[config.mk]
export PLATFORM = sky130hd
export DESIGN_NAME = mem_load_reader_flat
export DESIGN_NICKNAME = d
export VERILOG_FILES = /design/src/rtl/mem_load_reader_if.sv /design/src/rtl/mem_load_reader.sv /design/src/flat_wrapper.sv
export SDC_FILE = /design/constraint.sdc
export NUM_CORES = 1
export LEC_CHECK = 0
export ABC_AREA = 1
export BUFFER_PORTS_ARGS = -buffer_cell sky130_fd_sc_hd__buf_2
export CAP_MARGIN = 20
export CORE_UTILIZATION = 45
export CTS_CLUSTER_SIZE = 30
export DETAILED_ROUTE_END_ITERATION = 10
export PLACE_DENSITY = 0.7
export SLEW_MARGIN = 0
export SYNTH_ARGS = -nofsm -noshare
export SYNTH_HDL_FRONTEND = slang
export SYNTH_SLANG_ARGS = --single-unit
export TNS_END_PERCENT = 30
[constraint.sdc]
create_clock -name clk -period 3.4 [get_ports clk]
set_input_delay 0.34 -clock clk [delete_from_list [all_inputs] [get_ports clk]]
set_output_delay 0.34 -clock clk [all_outputs]
set_load 0.05 [all_outputs]
[src/rtl/mem_load_reader_if.sv]
// Memory read port between the load reader and a word-wide memory.
// Latency: none, plain wires; the reader issues one strobe per load.
// Backpressure: none; the memory answers with mem_rvalid whenever it is ready.
//
// Signals:
//   mem_req    reader -> memory  one-cycle read strobe
//   mem_addr   reader -> memory  word-aligned byte address
//   mem_rvalid memory -> reader  read data valid
//   mem_rdata  memory -> reader  little-endian read word
interface mem_load_reader_if;
    logic        mem_req;
    logic [31:0] mem_addr;
    logic        mem_rvalid;
    logic [31:0] mem_rdata;

    modport master (
        output mem_req,
        output mem_addr,
        input  mem_rvalid,
        input  mem_rdata
    );

    modport slave (
        input  mem_req,
        input  mem_addr,
        output mem_rvalid,
        output mem_rdata
    );
endinterface

[src/rtl/mem_load_reader.sv]
// RV32I load unit: one word read per load, byte/halfword select and sign/zero extension.
// Latency: done 3 cycles after the start cycle with zero memory wait; timeout after TIMEOUT WAIT cycles.
// Backpressure: start is accepted only while idle (busy=0); start while busy is dropped.
//
// Ports: clk, rst (synchronous, active high); start/addr/funct3 load request;
//        rdata/done/busy/err load result and status; mem = memory read port (master side).
// Option: define MEM_LOAD_MISALIGN_CHECK_EN to flag misaligned LH/LHU/LW as errors
//         instead of issuing the read.
module mem_load_reader #(
    parameter int TIMEOUT = 255
) (
    input  logic                      clk,
    input  logic                      rst,
    input  logic                      start,
    input  logic [31:0]               addr,
    input  logic [2:0]                funct3,
    output logic [31:0]               rdata,
    output logic                      done,
    output logic                      busy,
    output logic                      err,
    mem_load_reader_if.master         mem
);

    localparam logic [7:0] TMO = 8'(TIMEOUT);

    typedef enum logic [1:0] {
        IDLE = 2'd0,
        REQ  = 2'd1,
        WAIT = 2'd2,
        DONE = 2'd3
    } state_t;

    state_t      state;
    state_t      state_nxt;

    logic [1:0]  addr_lo;
    logic [2:0]  funct3_q;
    logic [7:0]  cnt;
    logic [7:0]  cnt_inc;
    logic        timeout_hit;
    logic        f3_legal;
    logic        misalign;
    logic        load_ok;
    logic [7:0]  sel_byte;
    logic [15:0] sel_half;
    logic [31:0] ext_data;

    // Legality of the latched request decides in REQ whether a read is issued at all.
    always_comb begin
        f3_legal = 1'b0;
        case (funct3_q)
            3'b000, 3'b001, 3'b010, 3'b100, 3'b101: f3_legal = 1'b1;
            default:                                f3_legal = 1'b0;
        endcase
`ifdef MEM_LOAD_MISALIGN_CHECK_EN
        misalign = ((funct3_q[1:0] == 2'b01) && addr_lo[0]) ||
                   ((funct3_q == 3'b010) && (addr_lo != 2'b00));
`else
        misalign = 1'b0;
`endif
        load_ok = f3_legal && !misalign;
    end

    // The count includes the current WAIT cycle, so the abort happens on the
    // TIMEOUT-th WAIT cycle.
    always_comb begin
        cnt_inc     = cnt + 8'd1;
        timeout_hit = (cnt_inc == TMO);
    end

    // Lane select and extension of the returned word.
    always_comb begin
        sel_byte = mem.mem_rdata[7:0];
        case (addr_lo)
            2'd0:    sel_byte = mem.mem_rdata[7:0];
            2'd1:    sel_byte = mem.mem_rdata[15:8];
            2'd2:    sel_byte = mem.mem_rdata[23:16];
            default: sel_byte = mem.mem_rdata[31:24];
        endcase
        sel_half = addr_lo[1] ? mem.mem_rdata[31:16] : mem.mem_rdata[15:0];

        ext_data = mem.mem_rdata;
        case (funct3_q)
            3'b000:  ext_data = {{24{sel_byte[7]}}, sel_byte};
            3'b001:  ext_data = {{16{sel_half[15]}}, sel_half};
            3'b100:  ext_data = {24'd0, sel_byte};
            3'b101:  ext_data = {16'd0, sel_half};
            default: ext_data = mem.mem_rdata;
        endcase
    end

    always_ff @(posedge clk) begin
        if (rst) begin
            state <= IDLE;
        end else begin
            state <= state_nxt;
        end
    end

    always_comb begin
        state_nxt   = state;
        mem.mem_req = 1'b0;
        done        = 1'b0;
        busy        = 1'b1;
        case (state)
            IDLE: begin
                busy = 1'b0;
                if (start) begin
                    state_nxt = REQ;
                end
            end
            REQ: begin
                // A rejected request skips the memory entirely.
                mem.mem_req = load_ok;
                state_nxt   = load_ok ? WAIT : DONE;
            end
            WAIT: begin
                // rvalid on the timeout cycle still completes the load normally.
                if (mem.mem_rvalid || timeout_hit) begin
                    state_nxt = DONE;
                end
            end
            default: begin
                done      = 1'b1;
                state_nxt = IDLE;
            end
        endcase
    end

    always_ff @(posedge clk) begin
        if (rst) begin
            addr_lo      <= 2'd0;
            funct3_q     <= 3'd0;
            cnt          <= 8'd0;
            err          <= 1'b0;
            rdata        <= 32'd0;
            mem.mem_addr <= 32'd0;
        end else begin
            case (state)
                IDLE: begin
                    if (start) begin
                        addr_lo      <= addr[1:0];
                        funct3_q     <= funct3;
                        mem.mem_addr <= {addr[31:2], 2'b00};
                        err          <= 1'b0;
                        cnt          <= 8'd0;
                    end
                end
                REQ: begin
                    if (!load_ok) begin
                        err <= 1'b1;
                    end
                end
                WAIT: begin
                    if (mem.mem_rvalid) begin
                        rdata <= ext_data;
                    end else begin
                        cnt <= cnt_inc;
                        if (timeout_hit) begin
                            err <= 1'b1;
                        end
                    end
                end
                default: begin
                end
            endcase
        end
    end

endmodule
[src/flat_wrapper.sv]
// flat-port wrapper written by rule: the top's interface ports become plain ports
module mem_load_reader_flat 
#(
    parameter int TIMEOUT = 255
)
  (clk, rst, start, addr, funct3, rdata, done, busy, err, mem_mem_req, mem_mem_addr, mem_mem_rvalid, mem_mem_rdata);
  mem_load_reader_if mem_i ();
  input  logic clk;
  input  logic rst;
  input  logic start;
  input  logic [31:0] addr;
  input  logic [2:0] funct3;
  output logic [31:0] rdata;
  output logic done;
  output logic busy;
  output logic err;
  output wire logic [$bits(mem_i.mem_req)-1:0] mem_mem_req;
  output wire logic [$bits(mem_i.mem_addr)-1:0] mem_mem_addr;
  input wire logic [$bits(mem_i.mem_rvalid)-1:0] mem_mem_rvalid;
  input wire logic [$bits(mem_i.mem_rdata)-1:0] mem_mem_rdata;
  assign mem_mem_req = mem_i.mem_req;
  assign mem_mem_addr = mem_i.mem_addr;
  assign mem_i.mem_rvalid = mem_mem_rvalid;
  assign mem_i.mem_rdata = mem_mem_rdata;
  mem_load_reader #(.TIMEOUT(TIMEOUT)) u_core (.clk(clk), .rst(rst), .start(start), .addr(addr), .funct3(funct3), .rdata(rdata), .done(done), .busy(busy), .err(err), .mem(mem_i));
endmodule
==> results.md <==
* Slew margin rel. at about two fifths
* CTS tree: done
* CTS buffer count at 9
* CP required at 3.69 ns
* P_int at 1880 uW
* Pin count of the biggest net entering global routing at 48
* Synth warnings at 0
* Grt total ovfl at 0
* Critical path peak fanout at 43
* Share of layout cells above drive strength 1 at 27.1%
* Postcts setup bufs at 0
* DIE WIDTH at 93.5 um
* Ant. Diodes at 0
* Total wire length at 9870 um
* Die ar. at 8750 um^2
* Power share of the sequential group at 33.2%
* Starting DRT DRC Count at about 150
* # IOs at 139
* Final hold viol count at 0
* NumNets Final at 735
* Max Cap Viol at 0
* CP startpoint kind: register
* Switch share at 51.3%
* Worst r2r path cells at 9
* Post-Syn Area at between 3000 and 4000 um^2
* CP arrival at 2.70 ns
* Multiplexer share of the synthesized area at 0%
* Run status: completed
* Final GP Congestion at 0.846
* CTS root buf: clkbuf_8
* Die Y at between 90 and 100 um
* Hold Crit Depth at 3
* DRC viols at 0
* Post-synthesis compound-gate area fraction at between 20% and 30%
* Fin crit share at 71.0%
* CTS max path bufs at 2
* Clock network fraction of design power at 16.9%
* WL/cell at 12.9 um
* NetSw at 1980 uW
* HPWL Detailed at 7080 um
* CTS Sinks at 78
* Max H-tree Level at 3
* Clock Latency Late Sink at ~0.36 ns
* Pins Over Slew Limit at 0
* Worst-margin pin slew at 0.891 ns
* Pleak at about 0.0023 uW
* Initial Util at 46.1%
* Synth Area in Adders at 1.99%
* Initial antenna violation count at 0
* Fillers at 832
* P&R area growth vs syn at 22.7%
* Hold Buf Count CTS at 0
* Drt via density at 5.01
* Synth Area in XOR/XNOR at 0%
* Logic pwr share at between 40% and 50%
* VDD IR max at 0.000355 V
* P per Cell Area at 834 nW/um^2
* Core Box Area at 8180 um^2
* CP Capture Type: register
* Resize count post-CTS at 0
* Sequential fraction of the synthesis area at 41.4%
* Setup TNS at 0 ns
* Synth unique cells at 31
* Final Skew at 0.00870 ns
* Simple-Gate Fraction of Synth Area at approximately a quarter
* Hold crit path type: input pin to register
* FF+latch count, synth at 78
* Post-route ant nets at 0
* Max Clock Freq at 0.414 GHz
* Hold slack at roughly 0.22 ns
* Syn Area/Cell at about 7.0 um^2
* Syn Inst Count at 539
* Vias in the first global route at 3390
* GRT Util Overall at 22.8%
* Rows at 33
* Critical path class: register to register
* First-pass GRT wire length at 15600 um
* PortBufs at approximately 140
* RSZ-0062 raised after global routing: false
* Iteration count of the initial detailed-routing pass at 5
* DR vias at ~3800
* Final number of setup-violating endpoints at 0
* Worst-path clk slew at roughly 0.090 ns
* Final min period at between 2 and 2.5 ns
* Largest family of logic cells by synthesized area: simple AND/OR/NAND/NOR gates
## per-stage QoR
| stage | utilization (%) | setup WS, ns | cell area, um^2 | std cells | total power, uW |
|---|---|---|---|---|---|
| after floorplan | - | 1.65 | 3770 | 540 | 2820 |
| after global placement | 54.3 | 1.15 | 4440 | 752 | 3190 |
| after detailed placement | 54.3 | 1.04 | 4440 | 752 | 3220 |
| after CTS | 56.6 | 0.992 | 4630 | 768 | 3880 |
| after global routing | 56.6 | 0.694 | 4630 | 768 | 4110 |
| final | 56.6 | 0.986 | 4630 | 768 | 3860 |
## placed cells by master, fill, tap and decap left out
cell type / netlist / routed
a21oi_1: 46 / 46
inv_6: 0 / 1
ha_1: 6 / 6
a31oi_1: 2 / 2
a21o_1: 1 / 1
a31o_1: 10 / 10
nor2_8: 1 / 1
nor2_2: 1 / 1
nor3_1: 2 / 2
nand2_1: 79 / 79
inv_2: 8 / 8
clkinv_4: 0 / 3
clkinv_2: 0 / 1
o21bai_1: 1 / 1
buf_4: 4 / 3
nor2_4: 3 / 3
a31o_2: 3 / 3
inv_8: 0 / 1
or2_0: 1 / 1
nand3_1: 22 / 22
dfxtp_1: 78 / 78
o21ai_1: 2 / 2
nand4_1: 10 / 10
o21ai_0: 77 / 77
o211ai_1: 1 / 1
nand3_2: 3 / 3
conb_1: 1 / 2
buf_2: 5 / 136
clkinvlp_4: 0 / 1
nor2_1: 98 / 98
nand2_4: 1 / 1
inv_1: 45 / 45
clkbuf_8: 0 / 9
a21oi_2: 2 / 2
nand2_2: 3 / 3
## power by group through the flow
stage	clock network (uW)	registers, uW	logic, uW
2_1_floorplan	0	1950	867
3_3_place_gp	0	1290	1900
3_5_place_dp	0	1300	1920
4_1_cts	674	1280	1930
5_1_grt	706	1310	2100
6_report	651	1280	1930
## cells in the mapped netlist (all sizes together)
cell	count	area share (%)
buf	12	2.4
o21bai	1	0.20
nand2	83	8.7
a31o	13	3.0
nand4	10	1.7
nand3	25	3.7
o21ai	79	10
nor3	2	0.27
a31oi	2	0.33
conb	1	0.10
clkbuf	20	2.0
o211ai	1	0.20
or2	1	0.17
ha	6	2.0
nor2	103	11
dfxtp	78	41
a21o	1	0.20
a21oi	48	6.6
inv	53	5.3
## flip-flops by register name (all words and copies together) (netlist names)
name / cells
u_core.cnt: 8
u_core.rdata: 32
u_core.err: 1
u_core.state: 2
u_core.funct3_q: 3
u_core.mem.mem_addr: 30
u_core.addr_lo: 2
## critical path, cell delays in order (launching register included)
cell and delay (ns):
dfxtp_1 0.40, inv_1 0.09, ha_1 0.27, nand2_2 0.38
inv_2 0.37, nor2_1 0.25, nand2_1 0.10, inv_1 0.20
nand3_1 0.11, a21oi_1 0.16
## worst paths after layout
path	start	to	slack, ns
hold / removal	addr[21]	u_core.mem.mem_addr[21]	0.22
hold reg to reg	u_core.mem.mem_addr[10]	u_core.mem.mem_addr[10]	0.48
setup / recovery	u_core.state[0]	u_core.cnt[3]	0.99
setup reg to reg	u_core.state[0]	u_core.cnt[3]	0.99
## logic make-up after synthesis
family                   after synthesis
AND/OR/NAND/NOR                      224
AO/OA/AOI/OAI                        145
buffers and inverters                 85
flip-flops                            78
adder cells (fa/ha/maj)                6
other                                  1
## layer usage
metal	vias up	wire, um	track usage [%]	part of all wire (%)
li1	1995	-	-	-
met1	1718	4500	29.2	46
met2	121	4570	37.0	46
met3	12	679	5.20	6.9
met4	0	124	8.72	1.3
met5	-	0	0	0
## cell type report
class / instances / area [um^2] / share of cell area, %
multi-input combinational: 377 / 1850 / 40.0
sequential: 78 / 1560 / 33.8
timing repair buffer: 139 / 703 / 15.2
inverter: 53 / 199 / 4.30
tap: 105 / 131 / 2.84
clock buffer: 9 / 124 / 2.68
clock inverter: 7 / 58.8 / 1.27
Power figures use the tool's default switching activity.
